==> config.mk <==
export PLATFORM = sky130hd
export DESIGN_NAME = tmds_encoder
export DESIGN_NICKNAME = d
export VERILOG_FILES = /design/src/rtl/tmds_encoder.sv
export SDC_FILE = /design/constraint.sdc
export NUM_CORES = 1
export LEC_CHECK = 0
export ABC_CLOCK_PERIOD_IN_PS = 6700
export BUFFER_PORTS_ARGS = -buffer_cell sky130_fd_sc_hd__buf_2
export CORE_MARGIN = 2
export CORE_UTILIZATION = 54
export DETAILED_ROUTE_END_ITERATION = 10
export HOLD_SLACK_MARGIN = 0.06
export PLACE_DENSITY = 0.76
export SLEW_MARGIN = 20
export SYNTH_ARGS = -nofsm -noshare
export SYNTH_HDL_FRONTEND = slang
export SYNTH_SLANG_ARGS = --single-unit
==> constraint.sdc <==
create_clock -name clk_pixel -period 6.7 [get_ports clk_pixel]
set_clock_uncertainty 0.1 [all_clocks]
set_input_delay 1.675 -clock clk_pixel [delete_from_list [all_inputs] [get_ports clk_pixel]]
set_output_delay 1.675 -clock clk_pixel [all_outputs]
set_load 0.005 [all_outputs]
==> src/rtl/tmds_encoder.sv <==
// Per-channel DVI TMDS 8b/10b encoder: colour expansion, transition minimising, DC balancing.
// Optional build macro TMDS_ENCODER_DISPARITY_MON_EN exposes the disparity counter and a sticky range error.
module tmds_encoder #(
  parameter int C_depth = 8
) (
  input  logic               clk_pixel,
  input  logic               reset,
  input  logic [C_depth-1:0] in_data,
  input  logic               in_c0,
  input  logic               in_c1,
  input  logic               in_blank,
  output logic [9:0]         out_tmds
`ifdef TMDS_ENCODER_DISPARITY_MON_EN
  ,
  output logic signed [4:0]  out_disparity,
  output logic               out_disp_err
`endif
);

  localparam logic [9:0] TOK_00 = 10'b1101010100;
  localparam logic [9:0] TOK_01 = 10'b0010101011;
  localparam logic [9:0] TOK_10 = 10'b0101010100;
  localparam logic [9:0] TOK_11 = 10'b1010101011;

  function automatic logic [3:0] popcount8(input logic [7:0] v);
    logic [3:0] n;
    n = '0;
    for (int i = 0; i < 8; i++) n = n + {3'b000, v[i]};
    return n;
  endfunction

  // Reduced-depth colour is widened by repeating the input pattern from the MSB down.
  logic [7:0] d;
  for (genvar gi = 0; gi < 8; gi++) begin : g_expand
    assign d[7-gi] = in_data[C_depth-1-(gi % C_depth)];
  end

  logic [3:0] n1_d;
  logic       use_xnor;
  logic [8:0] q_m_next;

  always_comb begin
    n1_d     = popcount8(d);
    use_xnor = (n1_d > 4'd4) || ((n1_d == 4'd4) && !d[0]);
    q_m_next = '0;
    q_m_next[0] = d[0];
    for (int i = 1; i < 8; i++) begin
      q_m_next[i] = use_xnor ? ~(q_m_next[i-1] ^ d[i]) : (q_m_next[i-1] ^ d[i]);
    end
    q_m_next[8] = ~use_xnor;
  end

  logic [8:0] q_m;
  logic       s1_blank;
  logic       s1_c0;
  logic       s1_c1;

  always_ff @(posedge clk_pixel) begin
    if (reset) begin
      q_m      <= '0;
      s1_blank <= 1'b1;
      s1_c0    <= 1'b0;
      s1_c1    <= 1'b0;
    end else begin
      q_m      <= q_m_next;
      s1_blank <= in_blank;
      s1_c0    <= in_c0;
      s1_c1    <= in_c1;
    end
  end

  logic signed [4:0] cnt;
  logic signed [4:0] cnt_next;
  logic signed [4:0] diff;
  logic [3:0]        n1_q;
  logic [9:0]        sym;

  // Modular 5-bit arithmetic is enough: any real excursion past +/-8 lands outside +/-8 after wrap.
  always_comb begin
    n1_q     = popcount8(q_m[7:0]);
    diff     = $signed({n1_q, 1'b0}) - 5'sd8;
    sym      = '0;
    cnt_next = cnt;
    if (s1_blank) begin
      cnt_next = '0;
      case ({s1_c1, s1_c0})
        2'b00:   sym = TOK_00;
        2'b01:   sym = TOK_01;
        2'b10:   sym = TOK_10;
        default: sym = TOK_11;
      endcase
    end else if ((cnt == 5'sd0) || (diff == 5'sd0)) begin
      sym      = {~q_m[8], q_m[8], q_m[8] ? q_m[7:0] : ~q_m[7:0]};
      cnt_next = q_m[8] ? (cnt + diff) : (cnt - diff);
    end else if (((cnt > 5'sd0) && (diff > 5'sd0)) || ((cnt < 5'sd0) && (diff < 5'sd0))) begin
      sym      = {1'b1, q_m[8], ~q_m[7:0]};
      cnt_next = cnt + (q_m[8] ? 5'sd2 : 5'sd0) - diff;
    end else begin
      sym      = {1'b0, q_m[8], q_m[7:0]};
      cnt_next = cnt + diff - (q_m[8] ? 5'sd0 : 5'sd2);
    end
  end

  always_ff @(posedge clk_pixel) begin
    if (reset) begin
      out_tmds <= TOK_00;
      cnt      <= '0;
    end else begin
      out_tmds <= sym;
      cnt      <= cnt_next;
    end
  end

`ifdef TMDS_ENCODER_DISPARITY_MON_EN
  localparam logic signed [4:0] CNT_MAX = 5'sd8;
  localparam logic signed [4:0] CNT_MIN = -5'sd8;

  always_ff @(posedge clk_pixel) begin
    if (reset) begin
      out_disp_err <= 1'b0;
    end else if ((cnt_next > CNT_MAX) || (cnt_next < CNT_MIN)) begin
      out_disp_err <= 1'b1;
    end
  end

  assign out_disparity = cnt;
`endif

endmodule

Word-level counts from Yosys, hierarchy flattened
Cells that the tools add are included.

word-level totals
  flip-flop bits (word level) = 27
  output and inout bits = 10

operators by class
  $add $sub $neg = 20
  magnitude comparators = 5
  reductions and logical operators = 11
  bitwise logic cells = 17
  multiplexer cells = 17
  eq/ne operators = 3

operators with widths
  operator                                                        number
  adder 4 x 1 -> 4 bit                                            8
  two-way mux 10 bit                                              3
  one-hot mux 10 bit (3 select lines)                             1
  two-way mux 5 bit                                               3
  greater-than comparator 5 x 1 -> 1 bit (second input constant)  2
  logical NOT 5 bit                                               2
  less-than comparator 5 x 1 -> 1 bit (second input constant)     2
  subtractor 5 bit                                                2
  NOT 1 bit                                                       9
  adder 3 x 1 -> 4 bit                                            2
  two-way mux 8 bit                                               1
  NOT 8 bit                                                       1
  two-way mux 1 bit                                               7
  bitwise XOR 1 bit                                               7
  adder 2 x 1 -> 3 bit                                            2
  adder 5 x 3 -> 5 bit                                            1
  adder 5 bit                                                     1
  subtractor 5 x 3 -> 5 bit                                       1
  subtractor 5 bit (second input constant)                        1
  adder 1 x 1 -> 2 bit                                            2
  equality test 4 x 3 -> 1 bit (second input constant)            1
  greater-than comparator 4 x 3 -> 1 bit (second input constant)  1
  two-way mux 2 bit                                               2
  logical AND 1 bit                                               3
  other kinds (6)                                                 8

Longest topological paths before layout
Gate-level depths: netlist of the first run.

  depth in word-level cells = 29
  depth in mapped cells = 17

Worst setup path after synthesis of the first run
OpenSTA, ideal clock, no wires.

  path kind = input to register
  start point = in in_data[0]
  end point = reg q_m[5]
  cell stages on the path = 12
  buffers on the path = 0
  data arrival time = 4.679 ns
  path slack = 1.794 ns
  path through = inv_1 -> fa_1 -> fa_1 -> fa_1 -> inv_1 -> ha_1 -> fa_1 -> nor3b_1 -> o22ai_1 -> xor2_1 -> xor2_1 -> nor2_1

on the way
  cells in the longest elaborated chain, start to end = 23

RTL lines
  element                                                                        RTL line  source
  start, declared                                                                8         input logic [C_depth-1:0] in_data,
  parallel branches: the longest is 22 deep, another holds adder 3 x 1 -> 4 bit  --
  two-way mux 1 bit *                                                            48        q_m_next[i] = use_xnor ? ~(q_m_next[i-1] ^ d[i]) : (q_m_next[i-1] ^ d[i]);
  end signal, assigned                                                           65        q_m <= q_m_next;
  end, declared                                                                  53        logic [8:0] q_m;

Every way passes the cells marked *.
A chain may end at the register's enable or synchronous reset.

Worst setup path after layout of the first run
Same ends and word-level chain as after synthesis.

==> reports/qor.txt, run 1 <==
Status: completed
DRC violations left: 0
TNS Setup: 0 ps
Post-CTS Setup Inserts: 0
Final-layout fill cell count: 294
Grt total ovfl: 0
Register area: 520.5 sq um
HP Class: flip-flop to flip-flop
Total GRT Usage: 0.1854
Max Fclk: 203.1 MHz
Fin nets: 276
IO Count: 23
Sequential-to-total area share from yosys stat: 0.2672
Detailed Route WL: 3.198 mm
Worst Path Arrival: 5040 ps
Final Critical Period: 4923 ps
Post-DP HPWL: 2.671 mm
Top post-synthesis cells by area: dfxtp_1 27%, ha_1 15%, fa_1 13%, xnor2_1 7.6%, inv_1 7.3%
CTS tree: built
Number of synthesis warnings: 0
GPL Wtd Cong: 0.8884
DIE WIDTH: 64.07 microns
CP Capture Type: flip-flop
Area occupied by multi-input gates: 0.001239 sq mm
Synthesized Nets: 256
Final hold vios: 0
Drt wl/cell: 11.76 microns
Bufs on Longest Clock Path: 2
Core ar.: 0.003390 sq mm
Sink Count: 26
CP required: 6810 ps
Finish-stage setup viols: 0
Crit Path Class: input port to flip-flop
Share of cells above drive strength 1: 0.1327
Critical Path Start Type: input port
Row Count: 21
Vias in the first global route: 1416
Clock-pin slew on the worst setup and hold paths: 130 ps
Largest net degree at the start of global routing: 27
Initial antenna violation count: 0
Leading area contributor after synthesis: dfxtp_1
Most common cell after layout, fill and taps aside: inv_1
Vias per cell: 4.915
Die Height: 64.07 microns
H-tree levels: 1
Post-CTS resize count: 0
DRT Pass-1 Iters: 4
First DRT Iteration DRCs: 63
Die area: 0.004104 sq mm
Highest-count cells in the layout ignoring fill and taps: 38 x inv_1, 26 x dfxtp_1, 23 x ha_1, 22 x buf_2, 17 x xnor2_1
Syn Area/Cell: 9.411 sq um
Num CTS Buffers: 3
Cts hold-fix bufs: 0
Distinct cells, synth: 36
Worst-Margin Slew: 679.0 ps
Starting density of the core: 0.5748
Synth top area share: 0.2672
Global-route wire length before repair: 6.078 mm
Cell Area, Synth: 0.001948 sq mm
Layout Area Growth over Synthesis: 8.928%
Final critical-path share of the clock period: 0.7348
Clock root cell: clkbuf_4
Vias: 1337
Max_cap viols: 0
Gate Count Post-Synth: 207
Register bit total from synthesis: 26
Worst-path fanout max: 3
Antenna cells: 0
RSZ-0062 raised after global routing: no
Slew HR: 0.5384
Detail Route Antenna Nets: 0
Clock Latency Late Sink: 320 ps
PortBufs: 22
Max Slew Vio Count: 0
-- worst paths after layout --
kind               from          end  slack, ps  cells after the start
min reg2reg      q_m[4]  out_tmds[4]        500                      2
min              q_m[4]  out_tmds[4]        500                      2
max          in_data[0]       q_m[5]       1780                     13
max reg2reg      q_m[0]       cnt[2]       2150                     14
-- flip-flops by register name (all words and copies together) (netlist names) --
name	cells
q_m	9
s1_c1	1
cnt	4
s1_c0	1
s1_blank	1
out_tmds	10
-- worst max-delay path, cell delays in order --
cell and delay (ps):
buf_2 100, inv_1 70, fa_1 560, fa_1 420, fa_1 490, inv_1 40
ha_1 200, fa_1 500, nor3b_1 60, o22ai_1 320, xor2_1 330, xor2_1 210
nor2_1 60
-- per-layer routing --
layer	share of wire	global-route usage	vias to the layer above
li1	-	-	696
met1	0.48	0.2365	616
met2	0.49	0.3268	22
met3	0.033	0.03169	3
met4	0.0025	0.04076	0
met5	0	0	-
-- Yosys cell counts --
| cell type | number |
|---|---|
| inv_1 | 38 |
| dfxtp_1 | 26 |
| ha_1 | 23 |
| xnor2_1 | 17 |
| nor2_1 | 16 |
| fa_1 | 13 |
| xor2_1 | 9 |
| a21oi_1 | 6 |
| o21a_1 | 6 |
| nor2b_1 | 5 |
| nor3_1 | 5 |
| nand2_1 | 4 |
| a211oi_1 | 3 |
| clkbuf_1 | 3 |
| nand2b_1 | 3 |
| nor4_1 | 3 |
| o21ai_0 | 3 |
| a2111oi_0 | 2 |
| buf_6 | 2 |
| mux2i_1 | 2 |
| nor3b_1 | 2 |
| o22ai_1 | 2 |
| a21o_1 | 1 |
| a311oi_1 | 1 |
| a31oi_1 | 1 |
| and4bb_2 | 1 |
| buf_2 | 1 |
| buf_4 | 1 |
| mux2i_2 | 1 |
| nand3_1 | 1 |
| nand3b_1 | 1 |
| o211ai_1 | 1 |
| o21bai_1 | 1 |
| or2_2 | 1 |
| or3_4 | 1 |
| xnor3_1 | 1 |
-- metrics by stage --
stage	setup WS, ps	area (sq um)	hold slack (ps)	utilization	cells
2_1_floorplan	1794	1948	435.1	-	207
3_3_place_gp	1584	2069	459.1	0.6106	268
3_5_place_dp	1422	2069	474.6	0.6106	268
4_1_cts	1771	2122	513.5	0.6261	272
5_1_grt	1610	2122	562.0	0.6261	272
6_report	1777	2122	501.8	0.6261	272
-- cells by family (layout without fill, tap and decap cells) --
kind of cell	Yosys count	in the layout	share of synthesized area
mux	3	3	0.01734
compound gates	27	27	0.09249
simple gates	43	43	0.1162
xor+xnor	27	27	0.1285
flops	26	26	0.2672
buf+inv	45	64	0.09698
fa+ha+maj	36	36	0.2813
-- area by class of cell --
type                    instances  area share
clock inverters                 1     0.01415
multi-input cells             136      0.5837
flip-flops and latches         26      0.2453
well taps                      46     0.02712
repair buffers                 22     0.05189
clock buffers                   3     0.01061
inverters                      38     0.06722
Power of run 1 is left out: the tool's default activity adds up to more than one toggle a clock period on the data nets, which glitch-free logic cannot reach.
==> run 2, diff against run 1 <==
--- a/config.mk
+++ b/config.mk
@@ -5,13 +5,13 @@
 export SDC_FILE = /design/constraint.sdc
 export NUM_CORES = 1
 export LEC_CHECK = 0
-export ABC_CLOCK_PERIOD_IN_PS = 6700
+export ABC_CLOCK_PERIOD_IN_PS = 4400
 export BUFFER_PORTS_ARGS = -buffer_cell sky130_fd_sc_hd__buf_2
 export CORE_MARGIN = 2
-export CORE_UTILIZATION = 54
+export CORE_UTILIZATION = 53
 export DETAILED_ROUTE_END_ITERATION = 10
 export HOLD_SLACK_MARGIN = 0.06
-export PLACE_DENSITY = 0.76
+export PLACE_DENSITY = 0.77
 export SLEW_MARGIN = 20
 export SYNTH_ARGS = -nofsm -noshare
 export SYNTH_HDL_FRONTEND = slang
==> constraint.sdc (replaced) <==
create_clock -name clk_pixel -period 4.4 [get_ports clk_pixel]
set_clock_uncertainty 0.1 [all_clocks]
set_input_delay 1.1 -clock clk_pixel [delete_from_list [all_inputs] [get_ports clk_pixel]]
set_output_delay 1.1 -clock clk_pixel [all_outputs]
set_load 0.005 [all_outputs]
==> reports/qor.txt, run 2 (synthesis results as in run 1) <==
Layout Area Growth over Synthesis: 23.64%
H-tree levels: 1 (unchanged)
DRT Pass-1 Iters: 6 (+2)
Finish-stage setup viols: 0 (unchanged)
Area occupied by multi-input gates: 0.001356 sq mm (+9.5%)
Number of flip-flops in the largest register: 10 (unchanged)
Post-route cell area: 0.002409 sq mm (+14%)
Post-DP HPWL: 2.705 mm (+1.3%)
RSZ-0062 raised after global routing: yes
Critical Path Start Type: flip-flop
Crit Path Class: flip-flop to flip-flop
Total GRT Usage: 0.1913 (+0.005834)
Slew HR: 0.5511 (+0.01272)
Core ar.: 0.003606 sq mm (+6.4%)
Antenna cells: 0 (unchanged)
Vias per cell: 5.031 (+2.3%)
Starting density of the core: 0.5402 (-0.03450)
HP Class: flip-flop to flip-flop
GPL Wtd Cong: 0.9064 (+2.0%)
Setup ws final: 93.38 ps (-1684 ps)
Detailed Route WL: 3.772 mm (+18%)
Max Slew Vio Count: 0 (unchanged)
Final hold vios: 0 (unchanged)
Slowest stage delay, CP: 560 ps (about the same)
DIE WIDTH: 64.63 microns (+0.87%)
Final-layout fill cell count: 269 (-8.5%)
Max_cap viols: 0 (unchanged)
Status: completed
Largest reg by FF count: out_tmds
Sink Count: 26 (unchanged)
Max Fclk: 232.2 MHz
Area after DPL: 0.002185 sq mm (+5.6%)
Cell Chain, Critical Path: fa_1 -> inv_1 -> fa_1 -> fa_1 -> inv_1 -> ha_2 -> inv_2 -> fa_2 -> buf_6 -> fa_2 -> ha_2 -> inv_1 -> mux2i_1 -> a2111oi_1
DP Worst Slack: -194.5 ps (-1617 ps)
First DRT Iteration DRCs: 92 (+46%)
Hold WS: 547.5 ps (+45.70 ps)
Final critical-path share of the clock period: 0.9788
Die area: 0.004176 sq mm (+1.8%)
CTS tree: built
Detail Route Antenna Nets: 0 (unchanged)
Largest regs: out_tmds (10), q_m (9), cnt (4)
Drt wl/cell: 12.87 microns (+9.5%)
IO Count: 23 (unchanged)
Bufs on Longest Clock Path: 2 (unchanged)
CP required: 4460 ps (-2350 ps)
Final Critical Period: 4307 ps
Die Height: 64.63 microns (+0.87%)
Most common cell after layout, fill and taps aside: inv_1
Vias in the first global route: 1443 (+1.9%)
Grt total ovfl: 0 (unchanged)
Final core utilization: 0.6679 (+0.04188)
CP Capture Type: flip-flop
Initial antenna violation count: 0 (unchanged)
Fin nets: 295 (+6.9%)
Worst-Margin Slew: 672.4 ps (-6.565 ps)
Vias: 1474 (+10%)
Num CTS Buffers: 3 (unchanged)
Row Count: 22 (+4.8%)
Clock-pin slew on the worst setup and hold paths: 90 ps (-40 ps)
Crit path buf inv count: 5 (+2)
Clock root cell: clkbuf_8
PortBufs: 22 (unchanged)
Global-route wire length before repair: 6.285 mm (+3.4%)
Clock Latency Late Sink: 270 ps (-50 ps)
DRC violations left: 0 (unchanged)
Largest net degree at the start of global routing: 27 (unchanged)
Register area: 521.8 sq um (+0.24%)
Highest-count cells in the layout ignoring fill and taps: 34 x inv_1, 25 x dfxtp_1, 22 x buf_2, 18 x ha_1, 18 x buf_4
Share of cells above drive strength 1: 0.2816 (+0.1489)
Worst-path fanout max: 4 (+1)
Crit path max-delay family: adder cells
Worst Path Arrival: 4360 ps (-680 ps)
Slowest CP cell: fa_2
-- run 2: changes by cell type in the layout (fill, tap and decap cells not counted), sizes merged --
cell / delta
buf: +19
-- run 2: worst min-delay path, cell delays in order (launching register included) --
cell and delay (ps):
dfxtp_1 370, nor4_1 70, a211oi_1 160
-- run 2: through the flow --
step                instances  TNS, ps
floorplan                 207        0
global placement          285   -349.4
detailed placement        285   -737.1
CTS                       293        0
global route              293   -290.2
finish                    293        0
-- run 2: area by class of cell --
| class | instances | share of cell area |
|---|---|---|
| multi-input cells | 136 | 0.5631 |
| flip-flops and latches | 26 | 0.2166 |
| repair buffers | 41 | 0.1065 |
| inverters | 38 | 0.05922 |
| well taps | 48 | 0.02494 |
| clock buffers | 3 | 0.01714 |
| clock inverters | 1 | 0.01247 |
-- run 2: metal layers --
layer | GRT usage | vias up | share of wire
met4 | 0.04521 | 0 | 0.0056
met2 | 0.3411 | 43 | 0.50
met5 | 0 | - | 0
li1 | - | 730 | -
met3 | 0.02604 | 2 | 0.043
met1 | 0.2448 | 699 | 0.45
-- run 2: repair_timing --
item | CTS | global route
resized for setup | 10 | 17
hold buffers | 0 | 0
cloned | 0 | 0
pin swaps | 7 | 5
setup endpoints to repair | 3 | 10
setup buffers | 4 | 0
-- run 2: final timing paths --
kind                              from          end  slack (ps)  cells past startpoint
worst max-delay path            q_m[0]       cnt[2]          90                     14
worst min-delay path            q_m[4]  out_tmds[4]         550                      2
worst max register to register  q_m[0]       cnt[2]          90                     14
worst min register to register  q_m[4]  out_tmds[4]         550                      2
Power of run 2 is left out for the same reason.
